[src/rtl/ps2_kbd_rx.sv]
// ps2_kbd_rx: PS/2 keyboard receiver for the shooting-game core.
//   Brings the raw ps2_clk/ps2_data pads into the board_clk domain and
//   deframes 11-bit device-to-host frames (start, 8 data LSB first, odd
//   parity, stop). E0 (extended) and F0 (break) prefix bytes are folded into
//   the event that follows them. A watchdog aborts frames that stall.
//
// Parameters:
//   TIMEOUT_CYCLES  board_clk cycles without a ps2_clk fall before mid-frame abort
//   TO_W            watchdog counter width, 2**TO_W > TIMEOUT_CYCLES
//
// Ports:
//   board_clk, reset        clock / async active-high reset
//   ps2_clk, ps2_data       raw asynchronous pads
//   code[7:0]               scan code of the last event (held)
//   code_valid              1-cycle strobe, code/code_ext/code_break valid
//   code_ext, code_break    event was E0 / F0 prefixed
//   frame_err               1-cycle strobe: bad start, parity, stop, timeout
//   busy                    FSM outside IDLE
//   key_left/right/fire     held key states (E0 6B, E0 74, 29)
//
// Optional feature: define PS2_KEY_STATE_EN to build the held key-state
// tracking; otherwise key_* are tied to 0.
module ps2_kbd_rx #(
  parameter int TIMEOUT_CYCLES = 25000,
  parameter int TO_W           = 15
) (
  input  logic       board_clk,
  input  logic       reset,
  input  logic       ps2_clk,
  input  logic       ps2_data,
  output logic [7:0] code,
  output logic       code_valid,
  output logic       code_ext,
  output logic       code_break,
  output logic       frame_err,
  output logic       busy,
  output logic       key_left,
  output logic       key_right,
  output logic       key_fire
);

  typedef enum logic [1:0] {IDLE, DATA, PARITY, STOP} state_t;

  // Synchronizers reset to 1 so a bus that idles high never looks like an edge.
  logic clk_s1, clk_s2, clk_prev, data_s1, data_s2;
  logic fall_d, data_d;  // registered edge strobe and the data bit sampled with it

  always_ff @(posedge board_clk or posedge reset) begin
    if (reset) begin
      clk_s1   <= 1'b1;
      clk_s2   <= 1'b1;
      clk_prev <= 1'b1;
      data_s1  <= 1'b1;
      data_s2  <= 1'b1;
      fall_d   <= 1'b0;
      data_d   <= 1'b1;
    end else begin
      clk_s1   <= ps2_clk;
      clk_s2   <= clk_s1;
      clk_prev <= clk_s2;
      data_s1  <= ps2_data;
      data_s2  <= data_s1;
      fall_d   <= clk_prev & ~clk_s2;
      data_d   <= data_s2;
    end
  end

  state_t            state, state_n;
  logic [2:0]        bit_cnt, bit_cnt_n;
  logic [7:0]        shreg, shreg_n;
  logic              par_bit, par_bit_n;
  logic [TO_W-1:0]   wd_cnt, wd_cnt_n;
  logic              ext_flag, ext_flag_n, brk_flag, brk_flag_n;
  logic [7:0]        code_n;
  logic              code_valid_n, code_ext_n, code_break_n, frame_err_n;
  logic              timeout;

  // An edge in the expiry cycle wins, so timeout is masked by fall_d.
  assign timeout = (state != IDLE) && !fall_d &&
                   (wd_cnt == TO_W'(TIMEOUT_CYCLES - 1));

  always_comb begin
    state_n      = state;
    bit_cnt_n    = bit_cnt;
    shreg_n      = shreg;
    par_bit_n    = par_bit;
    ext_flag_n   = ext_flag;
    brk_flag_n   = brk_flag;
    code_n       = code;
    code_ext_n   = code_ext;
    code_break_n = code_break;
    code_valid_n = 1'b0;
    frame_err_n  = 1'b0;
    wd_cnt_n     = (state == IDLE || fall_d) ? '0 : wd_cnt + 1'b1;

    if (timeout) begin
      state_n     = IDLE;
      bit_cnt_n   = '0;
      shreg_n     = '0;
      ext_flag_n  = 1'b0;
      brk_flag_n  = 1'b0;
      frame_err_n = 1'b1;
      wd_cnt_n    = '0;
    end else if (fall_d) begin
      unique case (state)
        IDLE: begin
          if (!data_d) begin
            state_n   = DATA;
            bit_cnt_n = '0;
          end else begin
            frame_err_n = 1'b1;
            ext_flag_n  = 1'b0;
            brk_flag_n  = 1'b0;
          end
        end
        DATA: begin
          shreg_n   = {data_d, shreg[7:1]};
          bit_cnt_n = bit_cnt + 3'd1;
          if (bit_cnt == 3'd7) state_n = PARITY;
        end
        PARITY: begin
          par_bit_n = data_d;
          state_n   = STOP;
        end
        STOP: begin
          state_n = IDLE;
          if (data_d && ((^shreg) ^ par_bit)) begin
            if (shreg == 8'hE0) begin
              ext_flag_n = 1'b1;
            end else if (shreg == 8'hF0) begin
              brk_flag_n = 1'b1;
            end else begin
              code_n       = shreg;
              code_ext_n   = ext_flag;
              code_break_n = brk_flag;
              code_valid_n = 1'b1;
              ext_flag_n   = 1'b0;
              brk_flag_n   = 1'b0;
            end
          end else begin
            frame_err_n = 1'b1;
            ext_flag_n  = 1'b0;
            brk_flag_n  = 1'b0;
          end
        end
        default: state_n = IDLE;
      endcase
    end
  end

  always_ff @(posedge board_clk or posedge reset) begin
    if (reset) begin
      state      <= IDLE;
      bit_cnt    <= '0;
      shreg      <= '0;
      par_bit    <= 1'b0;
      wd_cnt     <= '0;
      ext_flag   <= 1'b0;
      brk_flag   <= 1'b0;
      code       <= '0;
      code_valid <= 1'b0;
      code_ext   <= 1'b0;
      code_break <= 1'b0;
      frame_err  <= 1'b0;
    end else begin
      state      <= state_n;
      bit_cnt    <= bit_cnt_n;
      shreg      <= shreg_n;
      par_bit    <= par_bit_n;
      wd_cnt     <= wd_cnt_n;
      ext_flag   <= ext_flag_n;
      brk_flag   <= brk_flag_n;
      code       <= code_n;
      code_valid <= code_valid_n;
      code_ext   <= code_ext_n;
      code_break <= code_break_n;
      frame_err  <= frame_err_n;
    end
  end

  assign busy = (state != IDLE);

`ifdef PS2_KEY_STATE_EN
  // Held key states follow the event strobe; a break clears, a make sets.
  always_ff @(posedge board_clk or posedge reset) begin
    if (reset) begin
      key_left  <= 1'b0;
      key_right <= 1'b0;
      key_fire  <= 1'b0;
    end else if (code_valid) begin
      if (code_ext  && code == 8'h6B) key_left  <= !code_break;
      if (code_ext  && code == 8'h74) key_right <= !code_break;
      if (!code_ext && code == 8'h29) key_fire  <= !code_break;
    end
  end
`else
  assign key_left  = 1'b0;
  assign key_right = 1'b0;
  assign key_fire  = 1'b0;
`endif

endmodule

[config.mk]
export PLATFORM = sky130hd
export DESIGN_NAME = ps2_kbd_rx
export DESIGN_NICKNAME = d
export VERILOG_FILES = /design/src/rtl/ps2_kbd_rx.sv
export SDC_FILE = /design/constraint.sdc
export NUM_CORES = 1
export LEC_CHECK = 0
export BUFFER_PORTS_ARGS = -buffer_cell sky130_fd_sc_hd__buf_2
export CORE_MARGIN = 2
export CORE_UTILIZATION = 30
export CTS_BUF_LIST = sky130_fd_sc_hd__clkbuf_4 sky130_fd_sc_hd__clkbuf_8 sky130_fd_sc_hd__clkbuf_16
export DETAILED_ROUTE_END_ITERATION = 7
export GPL_ROUTABILITY_DRIVEN = 0
export PLACE_DENSITY = 0.48
export SLEW_MARGIN = 20
export SYNTH_ARGS = -nofsm -noshare
export SYNTH_HDL_FRONTEND = slang
export SYNTH_SLANG_ARGS = --single-unit
[constraint.sdc]
create_clock -name board_clk -period 2.5 [get_ports board_clk]
set_input_delay 0.5 -clock board_clk [delete_from_list [all_inputs] [get_ports board_clk]]
set_output_delay 0.5 -clock board_clk [all_outputs]
set_load 0.05 [all_outputs]
==> reports/metrics.csv <==
metric,value,unit
detailed placement HPWL,2940,µm
"critical path fanouts, max",11,
distinct cell type count after synthesis,41,
initial antenna violation count,0,
Ports,20,
Synth-to-Final Area Change,14.5,%
vias in the first global route,1527,
num rows,32,
CP Data Arrival Time,2.50,ns
First-pass DRT Iterations,4,
clock buffer depth,2,
outcome,"complete, no violations",
RSZ-0062 raised after global routing,no,
CP required,2.70,ns
first-pass GRT wire length,7420,µm
final hold viol count,0,
CP top delay family,XOR/XNOR gates,
Clock Latency Late Sink,0.30,ns
# diodes,0,
Tot GR Track Use,11.0,%
via count,1538,
Lkg Pwr,1.27,nW
"Cell Count, Final, Fillers Out",344,
Inserted Clock Buffers,5,
path depth of the worst reg2reg path,8,
"Core Util, Final",35.6,%
VDD IR max,374,µV
post-cts gate resize count,0,
Placement Cell Area,2640,µm²
"Top FF cell, synth",dfrtp_1,
WS Path Type,reg -> reg,
core region area,7730,µm²
minimum clock period,2.30,ns
crit share post-route,92.0,%
cells after synthesis,218,
NumNets Final,258,
share of cells above drive strength 1,21.9,%
post-synthesis register bit count,50,
placed insts,336,
Crit path depth,8,
Crit-path slowest cell,xnor3_1,
Fin Hold WS,0.219,ns
filler cell count in the final layout,768,
H-tree depth,2,
DRT iter0 DRCs,88,
Hold Path Class,in -> async,
Max-Cap Viols,0,
Syn Area/Cell,11.0,µm²
detailed-route DRC error count,0,
Final setup viols,0,
CTS Root Cell,clkbuf_8,
Initial Util,31.1,%
"Seq/Total Area, Yosys",52.4,%
"CTS clk-pin slew, worst paths",0.10,ns
Clock Skew,0.0112,ns
fin. max-slew vios,0,
full die area,8740,µm²
Post-CTS Setup Inserts,0,
Die W,93.5,µm
DRT antenna net count,0,
DR vias/cell,4.47,
Mapped Area,2400,µm²
Post-synth EDFFs,0,
crit start category,register,
Synth Warn #,0,
CTS Sinks,50,
max incr delay on CP,0.43,ns
post-cts hold buffer count,0,
WL/cell,12.4,µm
WL final,4280,µm
"commonest non-fill, non-tap cells in the layout","44 x dfrtp_1, 21 x nor2_1, 16 x nand3_1, 16 x nand2_1, 16 x buf_2",
crit path capture type,register,
Port Buffer Count,16,
global route total overflow,0,
post-synthesis async set-or-reset flop share,100,%
"Design Area, Final",2750,µm²
crit path buf inv count,2,
setup_tns,0,ns
"commonest non-fill, non-tap cell in the layout",dfrtp_1,
largest net degree at the start of global routing,51,
Max Clock Freq,435,MHz
power per cell area,966,nW/µm²
CTS tree,yes,
CP Cell Sequence,"inv_1, ha_1, xnor3_1, xnor2_2, nand3_2, nor2_2, buf_12, mux2_2",
die height,93.5,µm
-- metrics by stage --
| step | power (mW) | worst slack (ns) |
|---|---|---|
| CTS | 2.71 | 0.187 |
| detailed placement | 2.12 | 0.206 |
| floorplan | 1.89 | 0.380 |
| global route | 2.87 | 0.0625 |
| finish | 2.66 | 0.200 |
| global placement | 2.10 | 0.279 |
-- metal layers --
layer | global-route usage (%) | wire (µm) | vias to the layer above
met3 | 3.30 | 164 | 4
li1 | - | - | 777
met1 | 14.7 | 2200 | 733
met2 | 16.7 | 1850 | 24
met5 | 0 | 0 | -
met4 | 4.41 | 60 | 0
-- cell families after synthesis --
kind of cell | after synthesis | synth area share, %
compound gates | 24 | 6.61
xor+xnor | 16 | 6.72
fa+ha+maj | 13 | 6.77
buf+inv | 25 | 4.89
flops | 50 | 52.4
mux | 12 | 6.92
other cells | 1 | 0.156
simple gates | 77 | 15.6
-- Yosys cell counts (3+ instances only) --
library cell / n / share of area, %
nor3_1: 6 / 1.2
nor2_1: 21 / 3.3
a21oi_1: 9 / 1.9
nand3_1: 16 / 3.3
mux2_4: 9 / 5.6
dfstp_2: 6 / 6.6
o21ai_0: 5 / 1.0
inv_1: 16 / 2.5
buf_4: 4 / 1.2
xnor2_1: 9 / 3.3
dfrtp_1: 44 / 46
nand2_1: 16 / 2.5
and3_1: 4 / 1.0
xor2_1: 5 / 1.8
clkbuf_1: 3 / 0.47
ha_1: 13 / 6.8
-- worst reg2reg max path: stages (launching register included) --
cell and delay, ns:
dfrtp_1 0.40, inv_1 0.06, ha_1 0.28, xnor3_1 0.43, xnor2_2 0.22, nand3_2 0.14, nor2_2 0.17, buf_12 0.16
mux2_2 0.33
-- final timing paths --
path	from	end	slack, ns
worst min register to register	clk_s1	clk_s2	0.36
worst min-delay path	reset	code[4]	0.22
min in group board_clk	ps2_clk	clk_s1	0.29
worst max register to register	shreg[2]	code[2]	0.20
max in group asynchronous	reset	clk_s2	1.99
worst max-delay path	shreg[2]	code[2]	0.20
-- flip-flops by register name, indices dropped and copies added, names as in the netlist, 2 cells and up --
| register | count |
|---|---|
| state | 2 |
| bit_cnt | 3 |
| code | 8 |
| shreg | 8 |
| wd_cnt | 15 |
-- where the power goes --
part | internal, mW | leakage [nW] | switching, mW
Combinational | 0.402 | 0.559 | 0.588
Sequential | 0.963 | 0.661 | 0.130
Clock | 0.310 | 0.0548 | 0.267
Total | 1.68 | 1.27 | 0.985
-- cell type report --
| type | count | area (µm²) | share of cell area [%] |
|---|---|---|---|
| Sequential cell | 50 | 1260 | 45.7 |
| Tap cell | 102 | 128 | 4.64 |
| Timing Repair Buffer | 23 | 158 | 5.73 |
| Clock buffer | 6 | 76.3 | 2.77 |
| Inverter | 16 | 60.1 | 2.18 |
| Multi-Input combinational cell | 145 | 1030 | 37.6 |
| Clock inverter | 2 | 37.5 | 1.36 |
Note: power is estimated with default switching activity, not from simulation.
